$ cat src/rtl/clock_pkg.sv
// Shared types, BCD limits and digit-position mapping for the clock entry controller.
package clock_pkg;

  typedef enum logic [1:0] {
    IDLE   = 2'd0,
    EDIT   = 2'd1,
    COMMIT = 2'd2
  } stateT;

  typedef enum logic [1:0] {
    POS_HOUR_TENS  = 2'd0,
    POS_HOUR_UNITS = 2'd1,
    POS_TENS_59    = 2'd2,
    POS_UNITS      = 2'd3
  } posT;

  localparam int unsigned BCD_W                = 4;
  localparam int unsigned HOUR_TENS_MAX        = 2;
  localparam int unsigned HOUR_UNITS_MAX_AT_20 = 3;
  localparam int unsigned TENS_59_MAX          = 5;
  localparam int unsigned DIGIT_MAX            = 9;

  // Top two digits are hours; below that, odd indices are base-60 tens, even are units.
  function automatic posT digitPos(input int unsigned idx, input int unsigned numDigits);
    if (idx == numDigits - 1) begin
      return POS_HOUR_TENS;
    end else if (idx == numDigits - 2) begin
      return POS_HOUR_UNITS;
    end else if (idx[0]) begin
      return POS_TENS_59;
    end else begin
      return POS_UNITS;
    end
  endfunction

endpackage

$ cat src/rtl/clock_digit_entry_if.sv
// Keypad/counter-side bundle of the digit entry controller.
interface clock_digit_entry_if #(
  parameter int unsigned NUM_DIGITS = 4
);
  localparam int unsigned DW = 4 * NUM_DIGITS;
  localparam int unsigned CW = $clog2(NUM_DIGITS);

  logic          start_time;
  logic          start_alarm;
  logic          key_valid;
  logic [3:0]    key_digit;
  logic          cancel;
  logic [DW-1:0] time_cur;
  logic [DW-1:0] time_set;
  logic          time_load;
  logic [DW-1:0] alarm_q;
  logic [DW-1:0] edit_buf;
  logic          edit_active;
  logic          edit_is_alarm;
  logic [CW-1:0] cursor;
  logic          reject;
  logic          timeout;

  modport master (
    output start_time, start_alarm, key_valid, key_digit, cancel, time_cur,
    input  time_set, time_load, alarm_q, edit_buf, edit_active, edit_is_alarm,
           cursor, reject, timeout
  );

  modport slave (
    input  start_time, start_alarm, key_valid, key_digit, cancel, time_cur,
    output time_set, time_load, alarm_q, edit_buf, edit_active, edit_is_alarm,
           cursor, reject, timeout
  );
endinterface

$ cat src/rtl/digit_limit_check.sv
// Combinational legality check of a candidate BCD digit at a given buffer position.
module digit_limit_check
  import clock_pkg::*;
#(
  parameter int unsigned NUM_DIGITS = 4,
  localparam int unsigned CW = $clog2(NUM_DIGITS)
) (
  input  logic [CW-1:0]    idx,
  input  logic [BCD_W-1:0] digit,
  input  logic [BCD_W-1:0] hourTens,
  output logic             legal
);

  logic [BCD_W-1:0] limit;

  // Upper bound for the position; hour units narrow to 0-3 once hour tens is 2.
  always_comb begin
    limit = BCD_W'(DIGIT_MAX);
    unique case (digitPos(32'(idx), NUM_DIGITS))
      POS_HOUR_TENS:  limit = BCD_W'(HOUR_TENS_MAX);
      POS_HOUR_UNITS: limit = (hourTens == BCD_W'(HOUR_TENS_MAX)) ?
                              BCD_W'(HOUR_UNITS_MAX_AT_20) : BCD_W'(DIGIT_MAX);
      POS_TENS_59:    limit = BCD_W'(TENS_59_MAX);
      POS_UNITS:      limit = BCD_W'(DIGIT_MAX);
      default:        limit = BCD_W'(DIGIT_MAX);
    endcase
    legal = (digit <= limit);
  end

endmodule

$ cat src/rtl/clock_digit_entry.sv
// Keypad edit session for time/alarm: shadow buffer, MSB-first entry, atomic commit.
module clock_digit_entry
  import clock_pkg::*;
#(
  parameter int unsigned NUM_DIGITS     = 4,
  parameter int unsigned TIMEOUT_CYCLES = 50_000_000
) (
  input logic               clk,
  input logic               rst,
  clock_digit_entry_if.slave bus
);

  localparam int unsigned DW = BCD_W * NUM_DIGITS;
  localparam int unsigned CW = $clog2(NUM_DIGITS);
  localparam int unsigned TW = $clog2(TIMEOUT_CYCLES);
  localparam logic [CW-1:0] TOP_IDX = CW'(NUM_DIGITS - 1);
  localparam logic [TW-1:0] IDLE_LAST = TW'(TIMEOUT_CYCLES - 1);

  stateT                             state;
  logic [NUM_DIGITS-1:0][BCD_W-1:0] editBuf;
  logic [CW-1:0]                     cursor;
  logic [TW-1:0]                     idleCnt;
  logic [DW-1:0]                     alarmQ;
  logic [DW-1:0]                     timeSet;
  logic                              timeLoad;
  logic                              reject;
  logic                              timeout;
  logic                              editActive;
  logic                              editIsAlarm;
  logic                              digitLegal;

  digit_limit_check #(
    .NUM_DIGITS(NUM_DIGITS)
  ) uLimit (
    .idx      (cursor),
    .digit    (bus.key_digit),
    .hourTens (editBuf[NUM_DIGITS-1]),
    .legal    (digitLegal)
  );

  // Session FSM with all outputs registered alongside the state.
  always_ff @(posedge clk or posedge rst) begin
    if (rst) begin
      state       <= IDLE;
      editBuf     <= '0;
      cursor      <= '0;
      idleCnt     <= '0;
      alarmQ      <= '0;
      timeSet     <= '0;
      timeLoad    <= 1'b0;
      reject      <= 1'b0;
      timeout     <= 1'b0;
      editActive  <= 1'b0;
      editIsAlarm <= 1'b0;
    end else begin
      timeLoad <= 1'b0;
      reject   <= 1'b0;
      timeout  <= 1'b0;
      unique case (state)
        IDLE: begin
          if (bus.start_time || bus.start_alarm) begin
            state       <= EDIT;
            editActive  <= 1'b1;
            editIsAlarm <= !bus.start_time;
            editBuf     <= bus.start_time ? bus.time_cur : alarmQ;
            cursor      <= TOP_IDX;
            idleCnt     <= '0;
          end
        end
        EDIT: begin
          if (bus.cancel) begin
            state      <= IDLE;
            editActive <= 1'b0;
          end else if (bus.key_valid) begin
            idleCnt <= '0;
            if (digitLegal) begin
              editBuf[cursor] <= bus.key_digit;
              if (cursor == '0) begin
                state      <= COMMIT;
                editActive <= 1'b0;
              end else begin
                cursor <= cursor - CW'(1);
              end
            end else begin
              reject <= 1'b1;
            end
          end else if (idleCnt == IDLE_LAST) begin
            timeout    <= 1'b1;
            state      <= IDLE;
            editActive <= 1'b0;
          end else begin
            idleCnt <= idleCnt + TW'(1);
          end
        end
        COMMIT: begin
          if (editIsAlarm) begin
            alarmQ <= editBuf;
          end else begin
            timeSet  <= editBuf;
            timeLoad <= 1'b1;
          end
          state <= IDLE;
        end
        default: begin
          state      <= IDLE;
          editActive <= 1'b0;
        end
      endcase
    end
  end

  assign bus.time_set      = timeSet;
  assign bus.time_load     = timeLoad;
  assign bus.alarm_q       = alarmQ;
  assign bus.edit_buf      = editBuf;
  assign bus.edit_active   = editActive;
  assign bus.edit_is_alarm = editIsAlarm;
  assign bus.cursor        = cursor;
  assign bus.reject        = reject;
  assign bus.timeout       = timeout;

endmodule

$ cat src/flat_wrapper.sv
// flat-port wrapper written by rule: the top's interface ports become plain ports
module clock_digit_entry_flat import clock_pkg::*;
#(
  parameter int unsigned NUM_DIGITS     = 4,
  parameter int unsigned TIMEOUT_CYCLES = 50_000_000
)
  (clk, rst, bus_start_time, bus_start_alarm, bus_key_valid, bus_key_digit, bus_cancel, bus_time_cur, bus_time_set, bus_time_load, bus_alarm_q, bus_edit_buf, bus_edit_active, bus_edit_is_alarm, bus_cursor, bus_reject, bus_timeout);
  clock_digit_entry_if #(.NUM_DIGITS(NUM_DIGITS)) bus_i ();
  input logic clk;
  input logic rst;
  input wire logic [$bits(bus_i.start_time)-1:0] bus_start_time;
  input wire logic [$bits(bus_i.start_alarm)-1:0] bus_start_alarm;
  input wire logic [$bits(bus_i.key_valid)-1:0] bus_key_valid;
  input wire logic [$bits(bus_i.key_digit)-1:0] bus_key_digit;
  input wire logic [$bits(bus_i.cancel)-1:0] bus_cancel;
  input wire logic [$bits(bus_i.time_cur)-1:0] bus_time_cur;
  output wire logic [$bits(bus_i.time_set)-1:0] bus_time_set;
  output wire logic [$bits(bus_i.time_load)-1:0] bus_time_load;
  output wire logic [$bits(bus_i.alarm_q)-1:0] bus_alarm_q;
  output wire logic [$bits(bus_i.edit_buf)-1:0] bus_edit_buf;
  output wire logic [$bits(bus_i.edit_active)-1:0] bus_edit_active;
  output wire logic [$bits(bus_i.edit_is_alarm)-1:0] bus_edit_is_alarm;
  output wire logic [$bits(bus_i.cursor)-1:0] bus_cursor;
  output wire logic [$bits(bus_i.reject)-1:0] bus_reject;
  output wire logic [$bits(bus_i.timeout)-1:0] bus_timeout;
  assign bus_i.start_time = bus_start_time;
  assign bus_i.start_alarm = bus_start_alarm;
  assign bus_i.key_valid = bus_key_valid;
  assign bus_i.key_digit = bus_key_digit;
  assign bus_i.cancel = bus_cancel;
  assign bus_i.time_cur = bus_time_cur;
  assign bus_time_set = bus_i.time_set;
  assign bus_time_load = bus_i.time_load;
  assign bus_alarm_q = bus_i.alarm_q;
  assign bus_edit_buf = bus_i.edit_buf;
  assign bus_edit_active = bus_i.edit_active;
  assign bus_edit_is_alarm = bus_i.edit_is_alarm;
  assign bus_cursor = bus_i.cursor;
  assign bus_reject = bus_i.reject;
  assign bus_timeout = bus_i.timeout;
  clock_digit_entry #(.NUM_DIGITS(NUM_DIGITS), .TIMEOUT_CYCLES(TIMEOUT_CYCLES)) u_core (.clk(clk), .rst(rst), .bus(bus_i));
endmodule
$ cat config.mk
export PLATFORM = sky130hd
export DESIGN_NAME = clock_digit_entry_flat
export DESIGN_NICKNAME = d
export VERILOG_FILES = /design/src/rtl/clock_pkg.sv /design/src/rtl/clock_digit_entry_if.sv /design/src/rtl/digit_limit_check.sv /design/src/rtl/clock_digit_entry.sv /design/src/flat_wrapper.sv
export SDC_FILE = /design/constraint.sdc
export NUM_CORES = 1
export LEC_CHECK = 0
export BUFFER_PORTS_ARGS = -buffer_cell sky130_fd_sc_hd__buf_2
export CORE_ASPECT_RATIO = 1.5
export CORE_MARGIN = 3
export CORE_UTILIZATION = 30
export DETAILED_ROUTE_END_ITERATION = 10
export GPL_TIMING_DRIVEN = 0
export REMOVE_ABC_BUFFERS = 1
export SETUP_SLACK_MARGIN = 0.1
export SLEW_MARGIN = 20
export SYNTH_ARGS = -nofsm -noshare
export SYNTH_HDL_FRONTEND = slang
export SYNTH_SLANG_ARGS = --single-unit
$ cat constraint.sdc
create_clock -name clk -period 2.8 [get_ports clk]
set_clock_uncertainty 0.05 [all_clocks]
set_input_delay 0.56 -clock clk [delete_from_list [all_inputs] [get_ports clk]]
set_output_delay 0.56 -clock clk [all_outputs]
set_load 0.02 [all_outputs]
== Yosys cells after proc, flatten, opt, wreduce, memory -nomap -nowiden ==
Index checks and enable logic that the tools add are counted.

* Word-level logic and storage cells: 103
* Bits in registers: 83
* Output and inout bits: 55
* Bits of input ports: 26

* Order comparisons: 3
* Bitwise gates (word level): 2
* Reduce and logical (&&, ||, !) cells: 15
* Muxes and demuxes: 49
* $add $sub $neg: 2
* Equality and inequality tests: 18

{| class="wikitable"
|+ Operators by type and width
! operator !! number
|-
| two-way mux 26 bit || 4
|-
| two-way mux 16 bit || 5
|-
| case mux 26 bit (2 select lines) || 1
|-
| case mux 16 bit (2 select lines) || 1
|-
| adder 26 x 1 -> 26 bit (second input constant) || 1
|-
| == test 26 bit (second input constant) || 1
|-
| two-way mux 2 bit || 13
|-
| two-way mux 1 bit || 17
|-
| bitwise mux 16 bit || 1
|-
| case mux 4 bit (4 select lines) || 1
|-
| inequality test 4 x 3 -> 1 bit (second input constant) || 3
|-
| == test 2 bit (second input constant) || 5
|-
| AND reduction 5 bit || 2
|-
| demux 4 bit (select 2 bit) || 1
|-
| two-way mux 4 bit || 2
|-
| case mux 2 bit (2 select lines) || 2
|-
| AND reduction 4 bit || 2
|-
| zero test 2 bit || 3
|-
| inequality test 2 bit (second input constant) || 3
|-
| AND reduction 2 bit || 3
|-
| AND reduction 6 bit || 1
|-
| == test 2 x 1 -> 1 bit (second input constant) || 2
|-
| == test 4 x 2 -> 1 bit (second input constant) || 1
|-
| <= comparator 4 bit || 1
|-
| 11 further kinds || 13
|}

== Longest topological paths before layout ==
* Depth after elaboration: 10
* Mapped depth: 11
* Gate-level depth less buffers: 10

== Modules after synthesis ==
A second synthesis with hierarchy kept.

* Cell total of the unflattened synthesis: 390
* Area, all modules: 4234.1 um^2

{| class="wikitable"
|+ By module, submodules not included
! module !! times used !! sequential area each (um^2) !! area an instance (um^2) !! cells an instance
|-
| clock_digit_entry || 1 || 2077.0 || 4107.7 || 375
|-
| digit_limit_check || 1 || 0.0 || 126.4 || 15
|}

== Least setup slack after synthesis ==
No wires, ideal clock.

* Path type: register to register
* Start: register u_core.cursor[0] (netlist: u_core.bus.cursor[0])
* End: register u_core.editBuf (netlist bit u_core.bus.edit_buf[15])
* Path buffers: 0
* Required time: 2.629 ns
* Stages on the path, launching flop included: 11
* Setup slack: 0.164 ns
* Arrival: 2.465 ns
* Clock period less this slack: 2.636 ns
* Library setup time: 0.121 ns
* Cell sequence: dfrtp_1 > inv_1 > ha_1 > nor2b_1 > o21ai_0 > ha_1 > or2_2 > o311ai_0 > o21ai_0 > a211o_1 > a22o_1

* Longest elaborated chain between the ends: 9
* Elaborated cells on any way between the ends: 23
* Classes of those cells: order compare: 3; eq/ne: 6; mux: 11; reduce/logical: 3

{| class="wikitable"
|+ RTL lines
! element !! line !! text
|-
| start, declared || clock_digit_entry.sv:21 || <nowiki>logic [CW-1:0] cursor;</nowiki>
|-
| start signal, assigned || clock_digit_entry.sv:82 || <nowiki>cursor <= cursor - CW'(1);</nowiki>
|-
| parallel branches: the longest is 9 deep, another holds <= comparator 4 bit || - ||
|-
| end signal, assigned || clock_digit_entry.sv:65 || <nowiki>editBuf <= bus.start_time ? bus.time_cur : alarmQ;</nowiki>
|-
| end signal, assigned by index || clock_digit_entry.sv:77 || <nowiki>editBuf[cursor] <= bus.key_digit;</nowiki>
|-
| end, declared || clock_digit_entry.sv:20 || <nowiki>logic [NUM_DIGITS-1:0][BCD_W-1:0] editBuf;</nowiki>
|}

Several ways; the timed one is not identified. The select of a mux whose other input is x is not followed.
A chain may end at the register's enable or synchronous reset.

== Worst setup path in the final report ==
* Start: register u_core.cursor[0] (netlist: u_core.bus.cursor[0])
* End: register u_core.editBuf (netlist bit u_core.bus.edit_buf[9])

Same word-level chain as after synthesis.

==> impl_metrics.toml <==
[sta]
layout_min_cycle_time_ns = 2.58
final-hold-violation-count = 0
slew_viol_final = 0
max_freq_mhz = 388
slew_headroom = 0.333
worstMarginPinSlew_ns = 0.998
grt_setup_unrepaired = "false"
tns_ns = 0
setup_viol_count_final = 0
fin_crit_sh = 0.921
timing.final.ws_setup_ns = 0.220

[clock_tree]
clk_path_buf_depth = 2
clk_latency_ns = 0.34
clockRootBuffer = "clkbuf_16"
path_clk_slew_ns = 0.06
clock_sink_count = 83
htreeDepth = 3
cts_tree = "built"
cts_hold_buf = 0
cts_buffers = 9

[synthesis]
syn_inst = 436
synth-edff-count = 0
synth-async-reset-ratio = 1.00
synthFlopType = "dfrtp_1"
synth.distinct_cells = 59
synth_area_mm2 = 0.00459
synth-seq-area-share = 0.453
ys_warn_count = 0
avgSynthCellArea_um2 = 10.5
synth_seq_cells = 83

[pwr]
peakVddDrop_v = 0.000364
total_power_uw = 4200
leakagePower_uw = 0.00267
p_per_area_mw_per_mm2 = 744

[placement]
hpwlAfterDp_um = 8840
gp_congestion = 0.866
placed_cell_area_mm2 = 0.00518
post-place-ws_ns = -0.262
port_buffers = 80

[grt]
grt_usage = 0.147
antenna_found_initial = 0
overflow = 0
grt_max_degree = 49
first_global_vias = 3874
grt_pass1_wl_um = 19800

[cells_and_area]
fin_util = 0.382
final_common_cell = "dfrtp_1"
design_area_mm2 = 0.00565
drive_above_1_share = 0.328
nFillCells = 1449
diodes = 0
areaGrowthSynthToFinish_pct = 23.1
final_cell_mix = "dfrtp_1, buf_2, mux2_2"
final_nets = 553

[critical_path]
end_kind = "flop"
cp.required_ns = 2.98
path_max_fanout = 6
crit_path_max_incr_delay_ns = 0.44
worst-path-buf-inv = 1
reg2reg_to = "u_core.bus.edit_buf[9]"
r2r_slack_ns = 0.22
reg2reg_depth = 10
cp_top_family = "compound AO/OA/AOI/OAI gates"
path_class = "flop to flop"
crit_arrival_ns = 2.76
crit_path_cell_trace = "inv_2 > ha_1 > nor2b_1 > o21ai_0 > ha_2 > or2_4 > o311ai_4 > o21ai_4 > a211o_1 > a22o_1"
cp-start-kind = "flop"
crit-reg2reg-launch = "u_core.bus.cursor[0]"
crit_slowest_cell = "dfrtp_2"

[floorplan]
core_mm2 = 0.0148
die_area_mm2 = 0.0168
io_pins = 81
num_rows = 54
fp.dieH_um = 157
die_x_um = 107
start_util = 0.310

[routing]
route.detailed.drc = 0
top_layer = "met4"
dr_wl_met2_um = 6600
num_vias = 3759
drt_wl_total_um = 12300
drt_pass1_iterations = 4
first_iter_violations = 191
avgViaCountPerCell = 5.26
wl_met1_um = 5050
route.met3.wl_um = 448
wl_per_cell_um = 17.2
ant_nets = 0

[job]
drv_cap = 0

[min_path]
hold_class = "input port to asynchronous set/reset pin"

[status]
status = "finished clean"
==> cells by family after synthesis <==
kind of cell / Yosys count / share of synthesized area
xor gates and xnor gates: 9 / 0.0172
muxes: 52 / 0.123
DFF: 83 / 0.453
and+or+nand+nor: 149 / 0.190
adders and majority gates: 13 / 0.0355
AOI/OAI and AO/OA: 99 / 0.144
buffers and inverters: 31 / 0.0376
==> power by group <==
group,internal [µW],switching (µW),total (µW)
sequential,1340,187,1530
clock,879,478,1360
combinational,500,814,1310
==> per-layer routing <==
metal  global-route usage  vias up
li1                     -     1782
met5                    0        -
met2                0.273      101
met4               0.0494        0
met3               0.0291       18
met1                0.167     1858
==> worst max path at each step <==
stage                                        from                      end  slack, ns  depth (start not counted)
after floorplan                   u_core.state[0]  u_core.bus.edit_buf[12]      -0.11                          4
after global placement                        rst  u_core.bus.time_set[10]      -1.03                          2
after detailed placement     u_core.bus.cursor[0]   u_core.bus.edit_buf[9]      -0.26                         10
after CTS                 u_core.bus.edit_buf[15]   u_core.bus.edit_buf[5]       0.07                          8
after global routing         u_core.bus.cursor[0]  u_core.bus.edit_buf[12]       0.13                         10
final                        u_core.bus.cursor[0]   u_core.bus.edit_buf[9]       0.22                         10
==> stage by stage <==
step | hold slack, ns | instances
after floorplan | 0.399 | 415
after global placement | 0.421 | 691
after detailed placement | 0.434 | 694
after CTS | 0.213 | 710
after global routing | 0.234 | 715
final | 0.199 | 715
==> Yosys cell counts (3+ instances only) <==
cell | instances | share of area
o21ai_0 | 34 | 0.037
or4_1 | 8 | 0.013
o21a_1 | 6 | 0.0098
nor2_1 | 24 | 0.020
a21oi_1 | 12 | 0.013
o2bb2ai_1 | 4 | 0.0076
a31oi_1 | 5 | 0.0068
clkbuf_1 | 7 | 0.0057
nor3b_1 | 4 | 0.0065
dfrtp_1 | 83 | 0.45
clkbuf_8 | 3 | 0.0090
o211ai_1 | 6 | 0.0098
nand4_1 | 5 | 0.0068
nand3_1 | 26 | 0.028
ha_1 | 13 | 0.035
or3_1 | 5 | 0.0068
or2_2 | 3 | 0.0041
mux2_2 | 34 | 0.083
nor4_1 | 3 | 0.0041
buf_2 | 9 | 0.0098
inv_1 | 10 | 0.0082
nand2_1 | 28 | 0.023
nor3_1 | 11 | 0.012
nand3b_1 | 3 | 0.0049
nor2b_1 | 3 | 0.0041
xnor2_1 | 9 | 0.017
mux2i_1 | 18 | 0.039
a22o_1 | 9 | 0.017
o31a_1 | 3 | 0.0057
a211o_1 | 9 | 0.017
==> worst reg2reg max path, stage by stage, from the launching register on <==
cell	delay (ns)
dfrtp_2	0.44
inv_2	0.09
ha_1	0.16
nor2b_1	0.13
o21ai_0	0.09
ha_2	0.24
or2_4	0.27
o311ai_4	0.37
o21ai_4	0.13
a211o_1	0.32
a22o_1	0.18
==> area by class of cell <==
class / instances / area (µm²) / share of cell area
clock buffer: 13 / 280 / 0.0496
clock inverter: 3 / 67.6 / 0.0120
inverter: 10 / 40.0 / 0.00709
multi-input combinational: 322 / 2430 / 0.431
sequential: 83 / 2080 / 0.368
tap: 196 / 245 / 0.0434
timing repair buffer: 88 / 504 / 0.0893
==> sequential cells by signal (all words and copies together), names as in the netlist, 2 cells and up <==
signal and flops:
u_core.state 2, u_core.bus.alarm_q 16, u_core.idleCnt 26, u_core.bus.time_set 16, u_core.bus.cursor 2, u_core.bus.edit_buf 16
==> timing repair <==
| action | in CTS | in global routing |
|---|---|---|
| endpoints found under the hold margin | 0 | 0 |
| setup buffers | 0 | 5 |
| gates cloned | 0 | 0 |
| resized for setup | 11 | 12 |
| pin swaps | 0 | 3 |
| setup endpoints to repair | 20 | 20 |
Note: power is estimated with default switching activity, not from simulation.
